--- config.mk ---
export PLATFORM = sky130hd
export DESIGN_NAME = imem_fetch_ctrl_flat
export DESIGN_NICKNAME = d
export VERILOG_FILES = /design/src/rtl/imem_fetch_ctrl_if.sv /design/src/rtl/imem_fetch_ctrl.sv /design/src/flat_wrapper.sv
export SDC_FILE = /design/constraint.sdc
export NUM_CORES = 1
export LEC_CHECK = 0
export CORE_ASPECT_RATIO = 0.7
export CORE_UTILIZATION = 27
export DETAILED_ROUTE_END_ITERATION = 8
export MAX_ROUTING_LAYER = met4
export PLACE_DENSITY = 0.54
export SLEW_MARGIN = 5
export SYNTH_ARGS = -nofsm -noshare
export SYNTH_HDL_FRONTEND = slang
export SYNTH_SLANG_ARGS = --single-unit
--- constraint.sdc ---
create_clock -name CLK -period 4.8 [get_ports CLK]
set_clock_uncertainty 0.05 [all_clocks]
set_input_delay 0.96 -clock CLK [delete_from_list [all_inputs] [get_ports CLK]]
set_output_delay 0.96 -clock CLK [all_outputs]
set_load 0.02 [all_outputs]
--- src/rtl/imem_fetch_ctrl_if.sv ---
// Fetch-side bundle: instruction memory port, fetch control/redirect inputs,
// and the decode-facing valid/ready instruction stream.
interface imem_fetch_ctrl_if;
    logic [63:0] imem_addr;
    logic [31:0] imem_data;
    logic        fetch_en;
    logic        redirect_valid;
    logic [63:0] redirect_pc;
    logic        inst_valid;
    logic [31:0] inst_data;
    logic [63:0] inst_pc;
    logic        inst_ready;

    modport master (
        output imem_addr, inst_valid, inst_data, inst_pc,
        input  imem_data, fetch_en, redirect_valid, redirect_pc, inst_ready
    );

    modport slave (
        input  imem_addr, inst_valid, inst_data, inst_pc,
        output imem_data, fetch_en, redirect_valid, redirect_pc, inst_ready
    );
endinterface

--- src/rtl/imem_fetch_ctrl.sv ---
// Instruction fetch sequencer: holds each PC for WAIT_CYCLES to cover the
// asynchronous memory read, then queues {pc, word} in a 2-entry prefetch FIFO.
module imem_fetch_ctrl #(
    parameter logic [63:0] RESET_PC    = 64'h0,
    parameter int          WAIT_CYCLES = 2
) (
    input logic               CLK,
    input logic               Reset,
    imem_fetch_ctrl_if.master bus
);
    localparam logic [1:0] IDLE    = 2'd0;
    localparam logic [1:0] WAIT    = 2'd1;
    localparam logic [1:0] HOLD    = 2'd2;
    localparam logic [3:0] WAIT_LD = 4'(WAIT_CYCLES);

    logic [1:0]        state;
    logic [3:0]        cnt;
    logic [63:0]       pc;
    logic [31:0]       hold_data;
    logic [1:0]        count;
    logic [1:0][63:0]  q_pc;
    logic [1:0][31:0]  q_data;

    logic        pop;
    logic        space;
    logic        push;
    logic [31:0] push_data;

    assign bus.imem_addr  = pc;
    assign bus.inst_valid = (count != 2'd0);
    assign bus.inst_pc    = q_pc[0];
    assign bus.inst_data  = q_data[0];

    // A full queue still has room when the head leaves on the same edge.
    always_comb begin
        pop       = (count != 2'd0) && bus.inst_ready;
        space     = (count != 2'd2) || pop;
        push      = 1'b0;
        push_data = bus.imem_data;
        case (state)
            WAIT:    push = (cnt <= 4'd1) && space;
            HOLD: begin
                push      = space;
                push_data = hold_data;
            end
            default: push = 1'b0;
        endcase
    end

    always_ff @(posedge CLK) begin
        if (Reset) begin
            state     <= IDLE;
            cnt       <= 4'd0;
            pc        <= RESET_PC;
            hold_data <= '0;
            count     <= 2'd0;
            q_pc      <= '0;
            q_data    <= '0;
        end else if (bus.redirect_valid) begin
            // Flush wins over any push/pop this cycle; restart fetch unconditionally.
            state     <= WAIT;
            cnt       <= WAIT_LD;
            pc        <= {bus.redirect_pc[63:2], 2'b00};
            hold_data <= '0;
            count     <= 2'd0;
        end else begin
            case (state)
                IDLE: begin
                    if (bus.fetch_en) begin
                        cnt   <= WAIT_LD;
                        state <= WAIT;
                    end
                end
                WAIT: begin
                    if (cnt > 4'd1) begin
                        cnt <= cnt - 4'd1;
                    end else if (!space) begin
                        hold_data <= bus.imem_data;
                        state     <= HOLD;
                    end else if (!bus.fetch_en) begin
                        state <= IDLE;
                    end else begin
                        cnt <= WAIT_LD;
                    end
                end
                HOLD: begin
                    if (space) begin
                        if (bus.fetch_en) begin
                            cnt   <= WAIT_LD;
                            state <= WAIT;
                        end else begin
                            state <= IDLE;
                        end
                    end
                end
                default: state <= IDLE;
            endcase

            if (push) pc <= pc + 64'd4;

            case ({push, pop})
                2'b10: begin
                    q_pc[count[0]]   <= pc;
                    q_data[count[0]] <= push_data;
                    count            <= count + 2'd1;
                end
                2'b01: begin
                    q_pc[0]   <= q_pc[1];
                    q_data[0] <= q_data[1];
                    count     <= count - 2'd1;
                end
                2'b11: begin
                    // Simultaneous push/pop: new word lands behind whatever survives.
                    if (count == 2'd1) begin
                        q_pc[0]   <= pc;
                        q_data[0] <= push_data;
                    end else begin
                        q_pc[0]   <= q_pc[1];
                        q_data[0] <= q_data[1];
                        q_pc[1]   <= pc;
                        q_data[1] <= push_data;
                    end
                end
                default: ;
            endcase
        end
    end
endmodule

--- src/flat_wrapper.sv ---
// flat-port wrapper written by rule: the top's interface ports become plain ports
module imem_fetch_ctrl_flat 
#(
    parameter logic [63:0] RESET_PC    = 64'h0,
    parameter int          WAIT_CYCLES = 2
)
  (CLK, Reset, bus_imem_addr, bus_inst_valid, bus_inst_data, bus_inst_pc, bus_imem_data, bus_fetch_en, bus_redirect_valid, bus_redirect_pc, bus_inst_ready);
  imem_fetch_ctrl_if bus_i ();
  input logic CLK;
  input logic Reset;
  output wire logic [$bits(bus_i.imem_addr)-1:0] bus_imem_addr;
  output wire logic [$bits(bus_i.inst_valid)-1:0] bus_inst_valid;
  output wire logic [$bits(bus_i.inst_data)-1:0] bus_inst_data;
  output wire logic [$bits(bus_i.inst_pc)-1:0] bus_inst_pc;
  input wire logic [$bits(bus_i.imem_data)-1:0] bus_imem_data;
  input wire logic [$bits(bus_i.fetch_en)-1:0] bus_fetch_en;
  input wire logic [$bits(bus_i.redirect_valid)-1:0] bus_redirect_valid;
  input wire logic [$bits(bus_i.redirect_pc)-1:0] bus_redirect_pc;
  input wire logic [$bits(bus_i.inst_ready)-1:0] bus_inst_ready;
  assign bus_imem_addr = bus_i.imem_addr;
  assign bus_inst_valid = bus_i.inst_valid;
  assign bus_inst_data = bus_i.inst_data;
  assign bus_inst_pc = bus_i.inst_pc;
  assign bus_i.imem_data = bus_imem_data;
  assign bus_i.fetch_en = bus_fetch_en;
  assign bus_i.redirect_valid = bus_redirect_valid;
  assign bus_i.redirect_pc = bus_redirect_pc;
  assign bus_i.inst_ready = bus_inst_ready;
  imem_fetch_ctrl #(.RESET_PC(RESET_PC), .WAIT_CYCLES(WAIT_CYCLES)) u_core (.CLK(CLK), .Reset(Reset), .bus(bus_i));
endmodule
=== Word level (Yosys, flattened, before mapping) ===
Cells that the tools add are included.

* Add/subtract/negate cells: 4
* $lt $le $gt $ge: 4
* Equal/unequal tests: 16
* Muxes and demuxes: 32
* Bitwise operators: 3
* Reductions and logical operators: 18

{| class="wikitable"
|+ Operators by type and width
! cell !! number
|-
| $mux 64 || 5
|-
| $pmux 64 s3 || 1
|-
| $bwmux 128 || 1
|-
| $mux 32 || 4
|-
| $pmux 64 s2 || 1
|-
| $pmux 32 s3 || 1
|-
| $add 64x3->64 const B || 1
|-
| $bwmux 64 || 1
|-
| $demux 64 s1 || 1
|-
| $pmux 32 s2 || 1
|-
| $demux 32 s1 || 1
|-
| $mux 2 || 6
|-
| $mux 4 || 3
|-
| $pmux 4 s3 || 1
|-
| $ne 3x3->1 const B || 3
|-
| $ne 2x2->1 const B || 4
|-
| $reduce_and 4->1 || 2
|-
| $reduce_bool 2->1 || 4
|-
| $eq 2x1->1 const B || 3
|-
| $eq 2x2->1 const B || 3
|-
| $pmux 2 s3 || 1
|-
| $reduce_and 3->1 || 2
|-
| $reduce_bool 3->1 || 2
|-
| $gt 4x1->1 const B || 1
|-
| 19 further kinds || 24
|}

* Bits in registers: 296
* Input bits: 101
* Output and inout bits: 161
* Logic and storage cells: 89

=== Depth between registers and ports, before layout ===
Gate-level depths: netlist (run 1).

* Depth after elaboration: 8
* Mapped depth: 16
* Gate-level depth less buffers: 13

=== Worst setup path after synthesis (run 1) ===
Ideal clock, no wire load.

* Path type: input to register
* From: input port bus_inst_ready
* To: register u_core.q_pc[89] in the netlist's numbering
* Library setup time: 70 ps
* Data arrival time: 3288 ps
* Data required time: 4680 ps
* Path slack: 1391 ps
* Stages on the path: 13
* Path buffers: 6
* Cells stage by stage: nand2b_1 -> buf_2 -> clkbuf_1 -> buf_1 -> ha_1 -> nand2_1 -> o21ai_0 -> and2_1 -> clkbuf_1 -> clkbuf_1 -> buf_1 -> nand2_1 -> a21oi_1

* Word-level cells in the longest chain between the ends: 7
* Elaborated cells between the ends (all ways): 10
* Classes of those cells: eq/ne (3); mux (2); reduce/logical (5)

{| class="wikitable"
|+ RTL lines
! element !! line !! source
|-
| start: declaration || flat_wrapper.sv:19 || <nowiki>input wire logic [$bits(bus_i.inst_ready)-1:0] bus_inst_ready;</nowiki>
|-
| $logic_and 1x1->1 * || imem_fetch_ctrl.sv:36 || <nowiki>pop = (count != 2'd0) && bus.inst_ready;</nowiki>
|-
| $logic_or 1x1->1 || imem_fetch_ctrl.sv:37 || <nowiki>space = (count != 2'd2) || pop;</nowiki>
|-
| $logic_and 1x1->1 || imem_fetch_ctrl.sv:41 || <nowiki>WAIT: push = (cnt <= 4'd1) && space;</nowiki>
|-
| $pmux 1 s2 || imem_fetch_ctrl.sv:40 || <nowiki>case (state)</nowiki>
|-
| $eq 2x2->1 || imem_fetch_ctrl.sv:101 || <nowiki>case ({push, pop})</nowiki>
|-
| $ne 2x2->1 (no source line) / $reduce_bool 2->1 (equally long branches) || n/a ||
|-
| $reduce_and 3->1 (no source line) || n/a ||
|-
| end signal: indexed assignment || imem_fetch_ctrl.sv:103 || <nowiki>q_pc[count[0]] <= pc;</nowiki>
|-
| end: declaration || imem_fetch_ctrl.sv:21 || <nowiki>logic [1:0][63:0] q_pc;</nowiki>
|}

Mark *: on every way between the ends. The rest lies on a longest branch, timed or not.
A chain may end at the register's enable or synchronous reset.

=== Worst setup path in the final report (run 1) ===
* From: register u_core.count[0]
* To: register u_core.q_pc (netlist bit u_core.bus.inst_pc[34])

* Word-level cells in the longest chain between the ends: 8
* Elaborated cells between the ends (all ways): 20
* Classes of those cells: order compare (2); eq/ne (5); mux (6); reduce/logical (7)

{| class="wikitable"
|+ RTL lines
! element !! line !! source
|-
| start: declaration || imem_fetch_ctrl.sv:20 || <nowiki>logic [1:0] count;</nowiki>
|-
| start signal: assignment || imem_fetch_ctrl.sv:105 || <nowiki>count <= count + 2'd1;</nowiki>
|-
| start signal: assignment || imem_fetch_ctrl.sv:110 || <nowiki>count <= count - 2'd1;</nowiki>
|-
| $reduce_bool 2->1 || imem_fetch_ctrl.sv:36 ||
|-
| $logic_and 1x1->1 || imem_fetch_ctrl.sv:36 ||
|-
| $logic_or 1x1->1 || imem_fetch_ctrl.sv:37 ||
|-
| $logic_and 1x1->1 || imem_fetch_ctrl.sv:41 ||
|-
| $pmux 1 s2 || imem_fetch_ctrl.sv:40 ||
|-
| $eq 2x1->1 / $eq 2x2->1 (equally long branches) || imem_fetch_ctrl.sv:101 ||
|-
| $reduce_bool 3->1 (no source line) || n/a ||
|-
| $reduce_and 2->1 (no source line) || n/a ||
|}

Several ways; a longest one is shown, not always the timed one.

==> metrics.cfg, run 1 <==
[power_and_ir_drop]
seq_power_share_pct=43.9
switchingPower_uw=1610
p_per_area_nw_per_um2=345
p_leak_uw=0.00536
ir_drop_mv=0.202
p_comb_share_pct=12.7
switching_share_pct=27.0
p_clk_share_pct=43.4
intPower_uw=4340

[clock_network]
cts_tree=done
post_cts_buffers=0
cts_max_level=2
cts_resized=0
ctsHoldBuffers=0
clockRootBuffer=clkbuf_16
clkLatencyLatePin_ns=0.54
cts_buffer_depth=3
cts_buffers=35
clock-sinks=291
cts.clk_slew.worst_paths_ns=0.06

[outcome]
status=finished, final reports clean

[timing]
slew_viol_final=0
finalSetupViolations=0
fmax_mhz=255
final_hold_viol_count=0
min_period_over_period_pct=81.6
relSlewSlack_pct=27.8
worst_pin_slew_ns=1.08
min_period_ns=3.92
rsz0062_at_grt=false
setup_tns_ns=0

[yosys]
syn_avg_cell_area_sq_um=8.10
synth_warnings=0
synth_xor_area_share_pct=3.44
synthCells=1696
synthAdderAreaFrac_pct=1.28
ys_ff_latch=291
yosys-mux-area-fraction_pct=2.57
synth_compound_gate_area_share_pct=18.6
synth_flop_cell=dfxtp_1
synth-simple-area-share_pct=21.6
synth_top_family_by_area=simple AND/OR/NAND/NOR gates
seq_area_frac_synth_pct=42.4
synth_area_sq_um=13700
synth_edf_count=0
synthArstFlopShare_pct=0
synth_cell_type_count=53

[route]
avgRoutedWirePerCell_um=18.4
wirelength_mm=45.4
met2_length_mm=19.6
vias=12500
ant_nets=0
met3_length_mm=2.77
drt_iter0_markers=1030
dr.max_layer_used=met4
drt-met1-wl_mm=22.4
drcViolationCount=0
firstDrtPassIters=5
avgViaCountPerCell=5.04

[cells_and_area]
layout_commonest_cell=dfxtp_1
fillCellCount=5133
final_cell_mix=dfxtp_1, clkdlybuf4s50_1, nand2_1
final_nets=1895
final_area_sq_um=17300
drive_above_1_share_pct=6.82
areaGrowthSynthToFinish_pct=25.7

[global_routing]
grt_pass1_vias=11600
grt_pass1_wl_mm=70.1
grt_max_degree=111
grtUsageTotal_pct=17.7
antenna_found_initial=1
grt-ovfl-total=0

[setup_path]
slowest_stage=and2_2
r2r_cells=14
critPathCaptureType=register
r2r-end=u_core.bus.inst_pc[34]
cp_data_required_time_ns=5.20
path_cells=inv_1 > ha_1 > nand2b_2 > a21oi_1 > buf_4 > nand2_1 > inv_1 > ha_1 > nand2b_1 > nand2b_1 > and2_2 > buf_4 > a221oi_1 > nor3_1
r2r_start=u_core.count[0]
crit_buf_inv=4
r2r_slack_ns=0.88
slowest_delay_ns=0.87
cp_top_family=simple AND/OR/NAND/NOR gates
worst-path-max-fanout=40
arrival_ns=4.32
crit_type=reg -> reg
critPathLaunchType=register

[floorplan]
placementRows=68
ios=262
core_area_sq_um=49800
die_y_um=191
dieArea_sq_um=51800
fp.dieW_um=272
start_util_pct=27.6

[job]
cap_violations=0

[worst_hold_path]
min_path_type=reg -> reg
min_to=u_core.q_pc[79]
min_path_cells=2
min_from=u_core.q_pc[79]

[placement]
gp_congestion=0.830
place_area_sq_um=16200
numPortBuffers=257
detailed_place_hpwl_mm=29.0

[worst reg2reg max path, cell delays in order (launching register included)]
cell and delay [ns]:
dfxtp_1 0.46, inv_1 0.18, ha_1 0.28, nand2b_2 0.30
a21oi_1 0.20, buf_4 0.16, nand2_1 0.17, inv_1 0.13
ha_1 0.19, nand2b_1 0.08, nand2b_1 0.09, and2_2 0.87
buf_4 0.38, a221oi_1 0.13, nor3_1 0.17
[cell families after synthesis]
family,count (synthesis)
buf+inv,265
compound gates,386
other cells,1
xor+xnor,54
fa+ha+maj,14
mux,35
simple gates,650
flops,291
[registers in the layout, summed over array words and instances, names as in the netlist]
signal / count
u_core.bus.imem_addr: 62
u_core.hold_data: 32
u_core.state: 2
u_core.count: 2
u_core.bus.inst_data: 32
u_core.q_pc: 62
u_core.cnt: 4
u_core.q_data: 32
u_core.bus.inst_pc: 63
[power groups by stage]
stage / logic (uW) / registers (uW) / clock network, uW
after global placement: 749 / 2670 / 0
final: 755 / 2610 / 2580
after CTS: 760 / 2610 / 2670
after floorplan: 428 / 2660 / 0
after global routing: 815 / 2630 / 2770
after detailed placement: 757 / 2670 / 0
[final cells by class]
| class | instances | area (sq um) | share of cell area (%) |
|---|---|---|---|
| multi-input cells | 1141 | 6580 | 38.1 |
| flip-flops and latches | 291 | 5830 | 33.8 |
| repair buffers | 280 | 2800 | 16.2 |
| clock buffers | 48 | 995 | 5.77 |
| well taps | 665 | 832 | 4.82 |
| inverters | 31 | 118 | 0.682 |
| clock inverters | 12 | 105 | 0.609 |
| diodes | 1 | 2.50 | 0.0145 |
[layer usage]
layer  vias to the layer above  global-route usage (%)
li1                       6012                       -
met1                      5986                    25.1
met5                         -                       -
met4                         0                    4.34
met2                       404                    25.6
met3                        48                    3.16
[Yosys cell counts, types with 2 or more instances]
cell type	n	area share, %
a221oi_1	62	4.0
a31oi_1	2	0.091
nand3_1	20	0.73
xnor2_1	54	3.4
mux2_2	2	0.16
a311oi_1	10	0.64
clkbuf_1	120	3.3
nor3_2	10	0.73
o221ai_1	32	2.0
buf_1	11	0.30
nand4_2	2	0.18
o21bai_1	3	0.16
or3_1	12	0.55
mux2i_1	33	2.4
ha_1	14	1.3
o21ai_0	45	1.6
o21ai_1	3	0.11
a211oi_1	72	3.9
nand2_1	243	6.6
nor2_1	225	6.2
buf_2	2	0.073
and2_1	4	0.18
dfxtp_1	291	42
nor3_1	72	2.6
nor4_1	10	0.46
and3_1	6	0.27
nor4_2	14	1.3
buf_4	99	5.4
inv_1	30	0.82
o22ai_1	2	0.091
buf_6	2	0.16
nand4_1	17	0.77
a21oi_1	149	5.4
nand2b_1	4	0.18
[worst max path at each step]
stage / start / end / slack, ns / depth (start not counted)
6_report: u_core.count[0] / u_core.bus.inst_pc[34] / 0.88 / 14
3_3_place_gp: bus_inst_ready / u_core.bus.inst_pc[40] / 0.60 / 13
2_1_floorplan: bus_inst_ready / u_core.q_pc[89] / 1.39 / 13
3_5_place_dp: bus_inst_ready / u_core.bus.inst_pc[44] / 0.49 / 13
5_1_grt: u_core.count[0] / u_core.bus.inst_pc[37] / 0.57 / 14
4_1_cts: u_core.count[0] / u_core.bus.inst_pc[44] / 0.87 / 14
[per-stage QoR]
step	hold slack [ns]	util, %	std cells	power (uW)	setup WS, ns
2_1_floorplan	0.386	-	1697	3090	1.39
3_3_place_gp	0.391	32.4	2408	3410	0.603
3_5_place_dp	0.397	32.4	2408	3420	0.494
4_1_cts	0.405	34.7	2468	6050	0.869
5_1_grt	0.417	34.7	2469	6220	0.572
6_report	0.403	34.7	2469	5950	0.882
No activity file was read; power rests on OpenSTA's default activity.
==> run 2, diff against run 1 <==
==> constraint.sdc (replaced) <==
create_clock -name CLK -period 4.1 [get_ports CLK]
set_clock_uncertainty 0.05 [all_clocks]
set_input_delay 0.82 -clock CLK [delete_from_list [all_inputs] [get_ports CLK]]
set_output_delay 0.82 -clock CLK [all_outputs]
set_load 0.02 [all_outputs]
==> metrics.cfg, run 2 (synthesis results as in run 1) <==
[cells_and_area]
final_cells=2472
n_antenna_cell=0
final_cell_mix=dfxtp_1, clkdlybuf4s50_1, nand2_1
layout_commonest_cell=dfxtp_1
largest_register_ffs=63
final_nets=1898
drive_above_1_share_pct=7.19
final_area_sq_um=17400
areaGrowthSynthToFinish_pct=26.6

[floorplan]
start_util_pct=27.6
fp.dieW_um=272
ios=262
dieArea_sq_um=51800
core_area_sq_um=49800
die_y_um=191
placementRows=68

[global_routing]
antenna_found_initial=0
grt_pass1_vias=11700
grtUsageTotal_pct=17.9
grt-ovfl-total=0
grt_max_degree=128
grt_pass1_wl_mm=71.1

[route]
avgViaCountPerCell=5.06
ant_nets=0
firstDrtPassIters=5
wirelength_mm=46.3
avgRoutedWirePerCell_um=18.7
vias=12500
drt_iter0_markers=861
drcViolationCount=0

[setup_path]
critPathCaptureType=register
path_cells=inv_1 > ha_1 > nand2b_2 > a21oi_1 > nand2_1 > inv_1 > ha_1 > nand2b_1 > nand2b_1 > and2_2 > buf_12 > a221oi_1 > nor3_1
worst-path-max-fanout=32
critPathLaunchType=register
slowest_delay_ns=0.63
arrival_ns=3.86
slowest_stage=and2_2
cp_data_required_time_ns=4.48
crit_buf_inv=3
cp_top_family=simple AND/OR/NAND/NOR gates
crit_type=reg -> reg

[power_and_ir_drop]
ir_drop_mv=0.180
switchingPower_uw=1900
seq_power_share_pct=43.1
p_leak_uw=0.00543
p_clk_share_pct=44.4
switching_share_pct=26.8
intPower_uw=5200
p_per_area_nw_per_um2=409
p_comb_share_pct=12.6

[worst_hold_path]
min_path_type=reg -> reg

[timing]
rsz0062_at_grt=false
min_period_over_period_pct=84.8
slew_viol_final=0
setup_tns_ns=0
fmax_mhz=288
final_hold_viol_count=0
worst_pin_slew_ns=1.08
relSlewSlack_pct=27.5
min_period_ns=3.48
finalSetupViolations=0

[clock_network]
ctsHoldBuffers=0
clock-sinks=291
cts_max_level=2
clkLatencyLatePin_ns=0.53
cts_buffers=35
clockRootBuffer=clkbuf_16
cts.clk_slew.worst_paths_ns=0.06
cts_tree=done
cts_resized=0
cts_buffer_depth=3
post_cts_buffers=0

[placement]
dpl.cell_count=2411
place_area_sq_um=16200
numPortBuffers=257
detailed_place_hpwl_mm=29.1
gp_congestion=0.826

[outcome]
status=finished, final reports clean

[job]
cap_violations=0

[run 2: changes by cell type in the layout (fill, tap and decap cells not counted)]
cell,change
bufinv_16,+2
buf_4,-2
clkbuf_1,-3
clkinv_2,+2
buf_12,+5
clkinvlp_4,+1
clkbuf_8,-1
diode_2,-1
[run 2: per-layer routing]
| layer | GRT usage (%) | routed length [um] | up-vias |
|---|---|---|---|
| met3 | 2.67 | 2580 | 48 |
| met5 | - | 0 | - |
| met2 | 26.2 | 20200 | 372 |
| met4 | 3.59 | 660 | 0 |
| li1 | - | - | 6020 |
| met1 | 26.0 | 22800 | 6066 |
[run 2: stage by stage]
step	power (uW)	hold slack (ns)	utilization (%)	worst slack [ns]
finish	7100	0.402	34.9	0.624
global placement	4010	0.391	32.6	0.406
floorplan	3620	0.386	-	0.793
global route	7410	0.417	34.9	0.259
CTS	7200	0.404	34.9	0.586
detailed placement	4020	0.396	32.6	0.320
[run 2: area by class of cell]
type	count	area (sq um)
clock buffers	44	970
clock inverters	17	183
flip-flops and latches	291	5830
repair buffers	283	2880
fillers	5109	32400
multi-input cells	1141	6580
well taps	665	832
inverters	31	118
[run 2: worst paths after layout]
check	start	endpoint	slack (ns)	cells after the start
max reg2reg	u_core.count[0]	u_core.bus.inst_pc[34]	0.62	13
min	u_core.hold_data[29]	u_core.hold_data[29]	0.40	2
min reg2reg	u_core.hold_data[29]	u_core.hold_data[29]	0.40	2
max	u_core.count[0]	u_core.bus.inst_pc[34]	0.62	13
[run 2: tightest hold or removal path: cells and delay by family (launching register included)]
family	cells	cell delay [ns]
flops	1	0.31
simple gates	1	0.05
compound gates	1	0.05
[run 2: power by group through the flow]
stage	Clock [uW]	Sequential [uW]	Combinational, uW
finish	3150	3060	892
global route	3370	3080	963
CTS	3240	3060	901
detailed placement	0	3120	897
global placement	0	3120	888
floorplan	0	3120	501
